--- src/rtl/mmio_rd_arbiter.sv ---
// mmio_rd_arbiter
//   Two-requester read arbiter in front of the MMIO AXI4 read path (AR/R).
//   Round-robin grant, one burst in flight. Each burst is tagged with an ID
//   derived from the granted requester, and R beats are routed back to it.
//   Burst length and R ID are checked; any violation sets a sticky err flag.
// Ports
//   clock, reset_n              : clock, asynchronous active-low reset
//   reqN_ar_valid/ready/addr/len: requester read-address channels (N = 0,1)
//   reqN_r_valid/ready/data/resp/last : requester read-data channels
//   m_ar_valid/ready/id/addr/len: master read-address channel (registered)
//   m_r_valid/ready/id/data/resp/last : master read-data channel
//   busy                        : transaction in progress (ADDR or DATA)
//   err                         : sticky protocol error (length or ID mismatch)
module mmio_rd_arbiter #(
  parameter int ADDR_W = 31,
  parameter int DATA_W = 64,
  parameter int LEN_W  = 8,
  parameter int ID_W   = 4
) (
  input  logic              clock,
  input  logic              reset_n,
  // requester 0
  input  logic              req0_ar_valid,
  output logic              req0_ar_ready,
  input  logic [ADDR_W-1:0] req0_ar_addr,
  input  logic [LEN_W-1:0]  req0_ar_len,
  output logic              req0_r_valid,
  input  logic              req0_r_ready,
  output logic [DATA_W-1:0] req0_r_data,
  output logic [1:0]        req0_r_resp,
  output logic              req0_r_last,
  // requester 1
  input  logic              req1_ar_valid,
  output logic              req1_ar_ready,
  input  logic [ADDR_W-1:0] req1_ar_addr,
  input  logic [LEN_W-1:0]  req1_ar_len,
  output logic              req1_r_valid,
  input  logic              req1_r_ready,
  output logic [DATA_W-1:0] req1_r_data,
  output logic [1:0]        req1_r_resp,
  output logic              req1_r_last,
  // master side
  output logic              m_ar_valid,
  input  logic              m_ar_ready,
  output logic [ID_W-1:0]   m_ar_id,
  output logic [ADDR_W-1:0] m_ar_addr,
  output logic [LEN_W-1:0]  m_ar_len,
  input  logic              m_r_valid,
  output logic              m_r_ready,
  input  logic [ID_W-1:0]   m_r_id,
  input  logic [DATA_W-1:0] m_r_data,
  input  logic [1:0]        m_r_resp,
  input  logic              m_r_last,
  // status
  output logic              busy,
  output logic              err
);

  typedef enum logic [1:0] {
    IDLE = 2'd0,
    ADDR = 2'd1,
    DATA = 2'd2
  } state_t;

  state_t           state, state_nxt;
  logic             rr_ptr;     // preferred requester when both request
  logic             grant;      // owner of the current burst
  logic [LEN_W-1:0] beat_cnt;

  logic             win_valid;
  logic             win_idx;
  logic             r_hs;
  logic             len_hit;

  // Arbitration: only meaningful in IDLE.
  always_comb begin
    win_valid = 1'b0;
    win_idx   = 1'b0;
    if (state == IDLE) begin
      if (req0_ar_valid && req1_ar_valid) begin
        win_valid = 1'b1;
        win_idx   = rr_ptr;
      end else if (req0_ar_valid) begin
        win_valid = 1'b1;
        win_idx   = 1'b0;
      end else if (req1_ar_valid) begin
        win_valid = 1'b1;
        win_idx   = 1'b1;
      end
    end
  end

  assign req0_ar_ready = win_valid && !win_idx;
  assign req1_ar_ready = win_valid &&  win_idx;

  assign m_ar_valid = (state == ADDR);
  assign m_ar_id    = {{(ID_W-1){1'b0}}, grant};
  assign busy       = (state != IDLE);

  assign m_r_ready    = (state == DATA) && (grant ? req1_r_ready : req0_r_ready);
  assign req0_r_valid = (state == DATA) && !grant && m_r_valid;
  assign req1_r_valid = (state == DATA) &&  grant && m_r_valid;

  assign req0_r_data = m_r_data;
  assign req0_r_resp = m_r_resp;
  assign req0_r_last = m_r_last;
  assign req1_r_data = m_r_data;
  assign req1_r_resp = m_r_resp;
  assign req1_r_last = m_r_last;

  assign r_hs    = (state == DATA) && m_r_valid && m_r_ready;
  assign len_hit = (beat_cnt == m_ar_len);

  always_comb begin
    state_nxt = state;
    case (state)
      IDLE:    if (win_valid)          state_nxt = ADDR;
      ADDR:    if (m_ar_ready)         state_nxt = DATA;
      DATA:    if (r_hs && m_r_last)   state_nxt = IDLE;
      default:                         state_nxt = IDLE;
    endcase
  end

  always_ff @(posedge clock or negedge reset_n) begin
    if (!reset_n) begin
      state     <= IDLE;
      rr_ptr    <= 1'b0;
      grant     <= 1'b0;
      m_ar_addr <= '0;
      m_ar_len  <= '0;
      beat_cnt  <= '0;
      err       <= 1'b0;
    end else begin
      state <= state_nxt;
      if (state == IDLE && win_valid) begin
        grant     <= win_idx;
        m_ar_addr <= win_idx ? req1_ar_addr : req0_ar_addr;
        m_ar_len  <= win_idx ? req1_ar_len  : req0_ar_len;
      end
      if (state == ADDR && m_ar_ready) begin
        beat_cnt <= '0;
      end
      if (r_hs) begin
        if (beat_cnt != '1) begin
          beat_cnt <= beat_cnt + 1'b1;
        end
        if ((m_r_id != m_ar_id) || (m_r_last && !len_hit) || (!m_r_last && len_hit)) begin
          err <= 1'b1;
        end
        if (m_r_last) begin
          rr_ptr <= ~grant;
        end
      end
    end
  end

endmodule

--- config.mk ---
export PLATFORM = sky130hd
export DESIGN_NAME = mmio_rd_arbiter
export DESIGN_NICKNAME = d
export VERILOG_FILES = /design/src/rtl/mmio_rd_arbiter.sv
export SDC_FILE = /design/constraint.sdc
export NUM_CORES = 1
export LEC_CHECK = 0
export ABC_AREA = 1
export ABC_CLOCK_PERIOD_IN_PS = 1700
export CELL_PAD_IN_SITES_DETAIL_PLACEMENT = 0
export CELL_PAD_IN_SITES_GLOBAL_PLACEMENT = 2
export CORE_ASPECT_RATIO = 0.5
export CORE_MARGIN = 4
export CORE_UTILIZATION = 14
export CTS_CLUSTER_DIAMETER = 60
export CTS_CLUSTER_SIZE = 8
export DETAILED_ROUTE_END_ITERATION = 10
export GPL_ROUTABILITY_DRIVEN = 0
export GPL_TIMING_DRIVEN = 0
export PLACE_DENSITY = 0.86
export SLEW_MARGIN = 5
export SYNTH_ARGS = -nofsm -noshare
export SYNTH_HDL_FRONTEND = slang
export SYNTH_SLANG_ARGS = --single-unit
export TNS_END_PERCENT = 20
--- constraint.sdc ---
create_clock -name clock -period 1.7 [get_ports clock]
set_input_delay 0.255 -clock clock [delete_from_list [all_inputs] [get_ports clock]]
set_output_delay 0.255 -clock clock [all_outputs]
set_load 0.005 [all_outputs]
Word level (Yosys, flattened, before mapping)
Index checks and enable logic that the tools add are counted.
{"block": "classes", "reduce_logical": 26, "n_addsub": 1, "n_eq_ne": 8, "bitwise_logic": 1, "muxes": 17}
{"operator": "8-bit 2-to-1 mux", "count": 4}
{"operator": "31-bit 2-to-1 mux", "count": 1}
{"operator": "1-bit logical AND", "count": 15}
{"operator": "8-bit by 1-bit adder with 8-bit output, second input constant", "count": 1}
{"operator": "8-bit == test", "count": 1}
{"operator": "1-bit 2-to-1 mux", "count": 8}
{"operator": "8-bit != test, second input constant", "count": 1}
{"operator": "2-bit 2-to-1 mux", "count": 3}
{"operator": "2-bit one-hot mux with 3 select lines", "count": 1}
{"operator": "1-bit zero test", "count": 4}
{"operator": "2-bit by 1-bit != test with 1-bit output, second input constant", "count": 2}
{"operator": "4-bit by 1-bit != test with 1-bit output", "count": 1}
{"operator": "2-bit AND reduction", "count": 2}
{"operator": "3-bit AND reduction", "count": 1}
{"operator": "2-bit by 1-bit == test with 1-bit output, second input constant", "count": 1}
{"operator": "2-bit == test, second input constant", "count": 1}
{"operator": "2-bit zero test", "count": 1}
{"operator": "1-bit logical OR", "count": 2}
{"operator": "2-bit != test, second input constant", "count": 1}
{"operator": "2-bit nonzero test", "count": 1}
{"operator": "1-bit NOT", "count": 1}
{"block": "word_totals", "regBits": 52, "elab_cells": 60, "output_inout_bits": 185, "in_bits": 157}

Logic depth before layout (Yosys ltp)
{"block": "depth", "ltp_word": 6, "depth_mapped": 11}

Worst setup path after synthesis
Ideal clock, no wire load.
{"block": "synth_path", "path_type": "flip-flop to flip-flop", "start": "register beat_cnt[0]", "end": "register beat_cnt[5]", "period_less_slack_ns": 1.304, "stages_incl_launch_ff": 12, "setup_ns": 0.113, "path_buffers": 0, "t_arrival_ns": 1.191, "path_slack_ns": 0.396, "path_cell_list": "dfrtp_1 > ha_1 > nand2_1 > inv_1 > nand2_2 > nor2_2 > nand2_1 > nand2_4 > inv_4 > nand3_1 > nand2_1 > inv_1"}
{"block": "synth_between", "elab_chain_len": 3, "word_cells_on_any_way": 4, "classes_between": "add/sub (1); eq/ne (1); mux (2)"}
{"item": "start, declared", "line_no": "68", "rtl": "logic [LEN_W-1:0] beat_cnt;"}
{"item": "start signal, assigned", "line_no": "145", "rtl": "beat_cnt <= beat_cnt + 1'b1;"}
{"item": "8-bit by 1-bit adder with 8-bit output or 8-bit != test (tied branches)", "line_no": "145, 144"}
{"item": "8-bit 2-to-1 mux *", "line_no": "144", "rtl": "if (beat_cnt != '1) begin"}
{"item": "8-bit 2-to-1 mux *", "line_no": "143", "rtl": "if (r_hs) begin"}
Every way passes the cells marked *; elsewhere a longest branch is shown, timed or not.
A chain may end at the register's enable or synchronous reset.

Worst setup path in the final report
{"block": "layout_path", "start": "register state[0]", "end": "output req0_ar_ready"}
{"block": "layout_between", "elab_chain_len": 4, "word_cells_on_any_way": 5, "classes_between": "mux (2); reduce/logical (3)"}
{"item": "start, declared", "line_no": "65", "rtl": "state_t state, state_nxt;"}
{"item": "start signal, assigned", "line_no": "134", "rtl": "state <= state_nxt;"}
{"item": "2-bit zero test *", "line_no": "79", "rtl": "if (state == IDLE) begin"}
{"item": "1-bit 2-to-1 mux", "line_no": "79"}
{"item": "1-bit zero test", "line_no": "93", "rtl": "assign req0_ar_ready = win_valid && !win_idx;"}
{"item": "1-bit logical AND *", "line_no": "93"}
{"item": "end, declared", "line_no": "24", "rtl": "output logic req0_ar_ready,"}
Marked as above.

==> summary.md <==
| Metric | Value |
|---|---|
| Net count, final | `922` |
| Setup ws final | `-0.0411 ns` |
| Number of synthesis warnings | `0` |
| RR Endpoint | `m_ar_addr[30]$_DFFE_PN0P_` |
| Initial antenna violation count | `1` |
| Final period util | `102%` |
| Post-route minimum period | `around 1.7 ns` |
| Chip width | `236 microns` |
| Mapped Cells | `between 400 and 500` |
| Slew Limit Fails | `0` |
| Worst VDD drop | `~0.00049 V` |
| Row count | `41` |
| Final hold violations | `0` |
| Largest net degree at the start of global routing | `30` |
| Synth Cell Area | `0.00363 sq mm` |
| Vias/cell | `3.40` |
| Yosys reg bits | `52` |
| Highest Clock Rate | `574 MHz` |
| ANT nets after route | `0` |
| Crit-path most repeated cell | `inv_2` |
| Clock power frac | `between 10% and 20%` |
| Worst reg2reg path startpoint | `state[0]$_DFFE_PN0P_` |
| Post-Layout Inst Area | `0.00711 sq mm` |
| P_leak | `3.28 nW` |
| Status | `finished with violations` |
| Clock Sinks | `52` |
| Critical Path Stages | `8` |
| Gr ovfl total | `0` |
| Core Region | `approximately 0.025 sq mm` |
| H-tree depth | `2` |
| Switching share of total power | `a little over a third` |
| Final core utilization | `28.0%` |
| Critical Path Fanout Max | `7` |
| TritonCTS clock tree | `done` |
| P_int | `about 4.8 mW` |
| CTS Buf Count | `5` |
| Wire per inst | `12.9 microns` |
| Worst EP required | `1.44 ns` |
| HP Class | `in -> async` |
| Initial Util | `around 14%` |
| RSZ-0062 raised after global routing | `yes` |
| Syn_area_per_cell | `approximately 7.7 sq um` |
| Root Driver | `clkbuf_16` |
| PD cells | `1030 mW/mm^2` |
| Worst path top cell family by delay | `simple AND/OR/NAND/NOR gates` |
| Crit-path cells | `inv_2 -> nand2_4 -> nor2_4 -> nand3_4 -> nand2_2 -> inv_2 -> buf_8 -> buf_6` |
| Startpoint types | `register` |
| Drt total wl | `between 10 and 15 mm` |
| Crit-path slowest cell | `dfrtp_1` |
| Psw | `~2.6 mW` |
| Least-Margin Pin Slew | `0.738 ns` |
| Worst relative slew slack | `between 50% and 60%` |
| DR DRC count | `0` |
| Global-route wire length before repair | `20.7 mm` |
| Initial DRC Count | `106` |
| CP bufs+invs | `4` |
| Final Setup Violations | `1` |
| Clock Pin Slew Worst Setup and Hold Paths | `0.08 ns` |
| Sequential area share after synthesis | `35.8%` |
| Post-DP Area | `0.00681 sq mm` |
| Max clock buf depth | `2` |
| Vias post-DR | `3778` |
| Max cap viols | `0` |
| Half-perimeter wire length after placement | `12.1 mm` |
| Crit path kind | `reg -> out` |
| Worst skew pair latency | `0.30 ns` |
| Boundary pin count | `342` |
| Reg2reg path depth | `9` |
| CP startpoint | `state[0]$_DFFE_PN0P_` |
| Sequential Power Share | `roughly 30%` |
| Vias in the first global route | `3751` |
| PortBufs | `272` |
| Combinational power share | `54.1%` |
| Router iterations before antenna repair | `4` |
| Die extent in y | `122 microns` |
| Die footprint | `0.0288 sq mm` |
| Clk_skew | `0.0101 ns` |
| Cell variety after synth | `31` |
| Max incr delay on CP | `approximately 0.40 ns` |
| Post-CTS Hold Buffers | `0` |
| Register-to-register setup slack | `0.10 ns` |
| Share of layout cells above drive strength 1 | `between 20% and 30%` |
| Failing checks | `negative setup slack` |
| Data arrival, critical path | `1.49 ns` |
| Critical Path End | `req0_ar_ready` |
| Tot Pwr | `7.35 mW` |
| Synthesis-to-layout area growth | `95.7%` |
| Crit end category | `output pin` |
| GRT Total Usage | `8.99%` |
-- worst register-to-register path, stage by stage, from the launching register on --
cell and delay (ns):
dfrtp_1 0.40, inv_2 0.08, nand2_4 0.06, nor2_4 0.12, nand3_4 0.13, inv_8 0.08, buf_4 0.18, buf_2 0.27
nand2_1 0.10, nand3_1 0.10
-- placed cells by master, fill, tap and decap left out, drive strengths merged, types with 4 or more instances in the layout --
master / Yosys / final
clkdlybuf4s50: 0 / 262
buf: 148 / 165
nand2: 157 / 157
dfrtp: 52 / 52
nand3: 37 / 37
inv: 27 / 28
nor2: 12 / 12
a22oi: 10 / 10
o21ai: 7 / 7
clkbuf: 2 / 7
xnor2: 4 / 4
-- Yosys cell counts --
cell type	number	area, sq um
nand2_1	151	567
buf_4	138	1040
dfrtp_1	52	1300
nand3_1	35	175
inv_1	20	75.1
a22oi_1	10	75.1
buf_2	10	50.1
nor2_1	8	30.0
inv_2	6	22.5
o21ai_0	5	25.0
xnor2_1	4	35.0
a21oi_1	3	15.0
nand2_2	3	18.8
nand2_4	3	33.8
clkbuf_1	2	7.51
nand3_2	2	20.0
nor2_4	2	22.5
o21ai_1	2	10.0
xor2_1	2	17.5
a21boi_1	1	7.51
a31oi_1	1	6.26
conb_1	1	3.75
ha_1	1	12.5
inv_4	1	6.26
nor2_2	1	6.26
nor2_8	1	20.0
nor3_1	1	5.00
nor3_2	1	10.0
nor4_1	1	6.26
o22ai_1	1	6.26
o31ai_1	1	7.51
-- how the worst min path moves through the flow --
stage	startpoint	endpoint	slack, ns
after floorplan	reset_n	beat_cnt[0]$_DFF_PN0_	-0.04
after global placement	err$_DFFE_PN0P_	err$_DFFE_PN0P_	0.46
after detailed placement	reset_n	m_ar_addr[12]$_DFFE_PN0P_	0.35
after CTS	reset_n	m_ar_addr[12]$_DFFE_PN0P_	0.03
after global routing	reset_n	m_ar_addr[12]$_DFFE_PN0P_	0.06
final	reset_n	m_ar_addr[12]$_DFFE_PN0P_	0.01
-- per-layer routing --
metal,part of all wire [%],up-vias,global-route usage (%)
met1,34,1787,9.27
li1,-,1912,-
met3,2.8,14,1.31
met5,0,-,0
met4,1.8,0,2.57
met2,61,65,18.9
-- per-stage QoR --
step / instances / setup TNS, ns / hold WS [ns] / worst slack, ns
2_1_floorplan: 472 / 0 / -0.0406 / 0.396
3_3_place_gp: 1088 / -76.34 / 0.456 / -1.43
3_5_place_dp: 1089 / -2.48 / 0.354 / -0.563
4_1_cts: 1101 / -0.120 / 0.0307 / -0.104
5_1_grt: 1110 / -0.181 / 0.0587 / -0.101
6_report: 1110 / -0.0411 / 0.0104 / -0.0411
-- kinds of logic after synthesis --
logic type,Yosys count,share of synthesized area [%]
AO/OA/AOI/OAI,24,4.20
buffers and inverters,177,32.9
XOR/XNOR,6,1.45
adder cells (fa/ha/maj),1,0.344
AND/OR/NAND/NOR,209,25.2
flip-flops,52,35.8
other,1,0.103
-- sequential cells by signal, summed over array words and instances, names as in the netlist --
register and cells:
beat_cnt 8, err 1, grant 1, m_ar_addr 31, m_ar_len 8, rr_ptr 1, state 2
-- final cells by class --
class	count	area, sq um
clock inverters	3	46.3
diodes	1	2.50
fillers	2736	18300
plain buffers	149	1100
flip-flops and latches	52	1300
multi-input cells	243	1160
repair buffers	286	2830
inverters	27	111
well taps	344	430
clock buffers	5	125
-- repair_timing --
action	in CTS	in global routing
setup buffers	5	8
pin swaps	2	4
setup endpoints to repair	9	33
resized for setup	25	12
-- power groups by stage --
stage / combinational (mW) / clock (mW) / sequential, mW
6_report: 3.98 / 1.20 / 2.17
5_1_grt: 4.33 / 1.30 / 2.25
4_1_cts: 3.90 / 1.25 / 2.18
3_5_place_dp: 3.79 / 0 / 2.20
3_3_place_gp: 3.75 / 0 / 2.18
2_1_floorplan: 1.59 / 0 / 2.15
No activity file was read; power rests on OpenSTA's default activity.
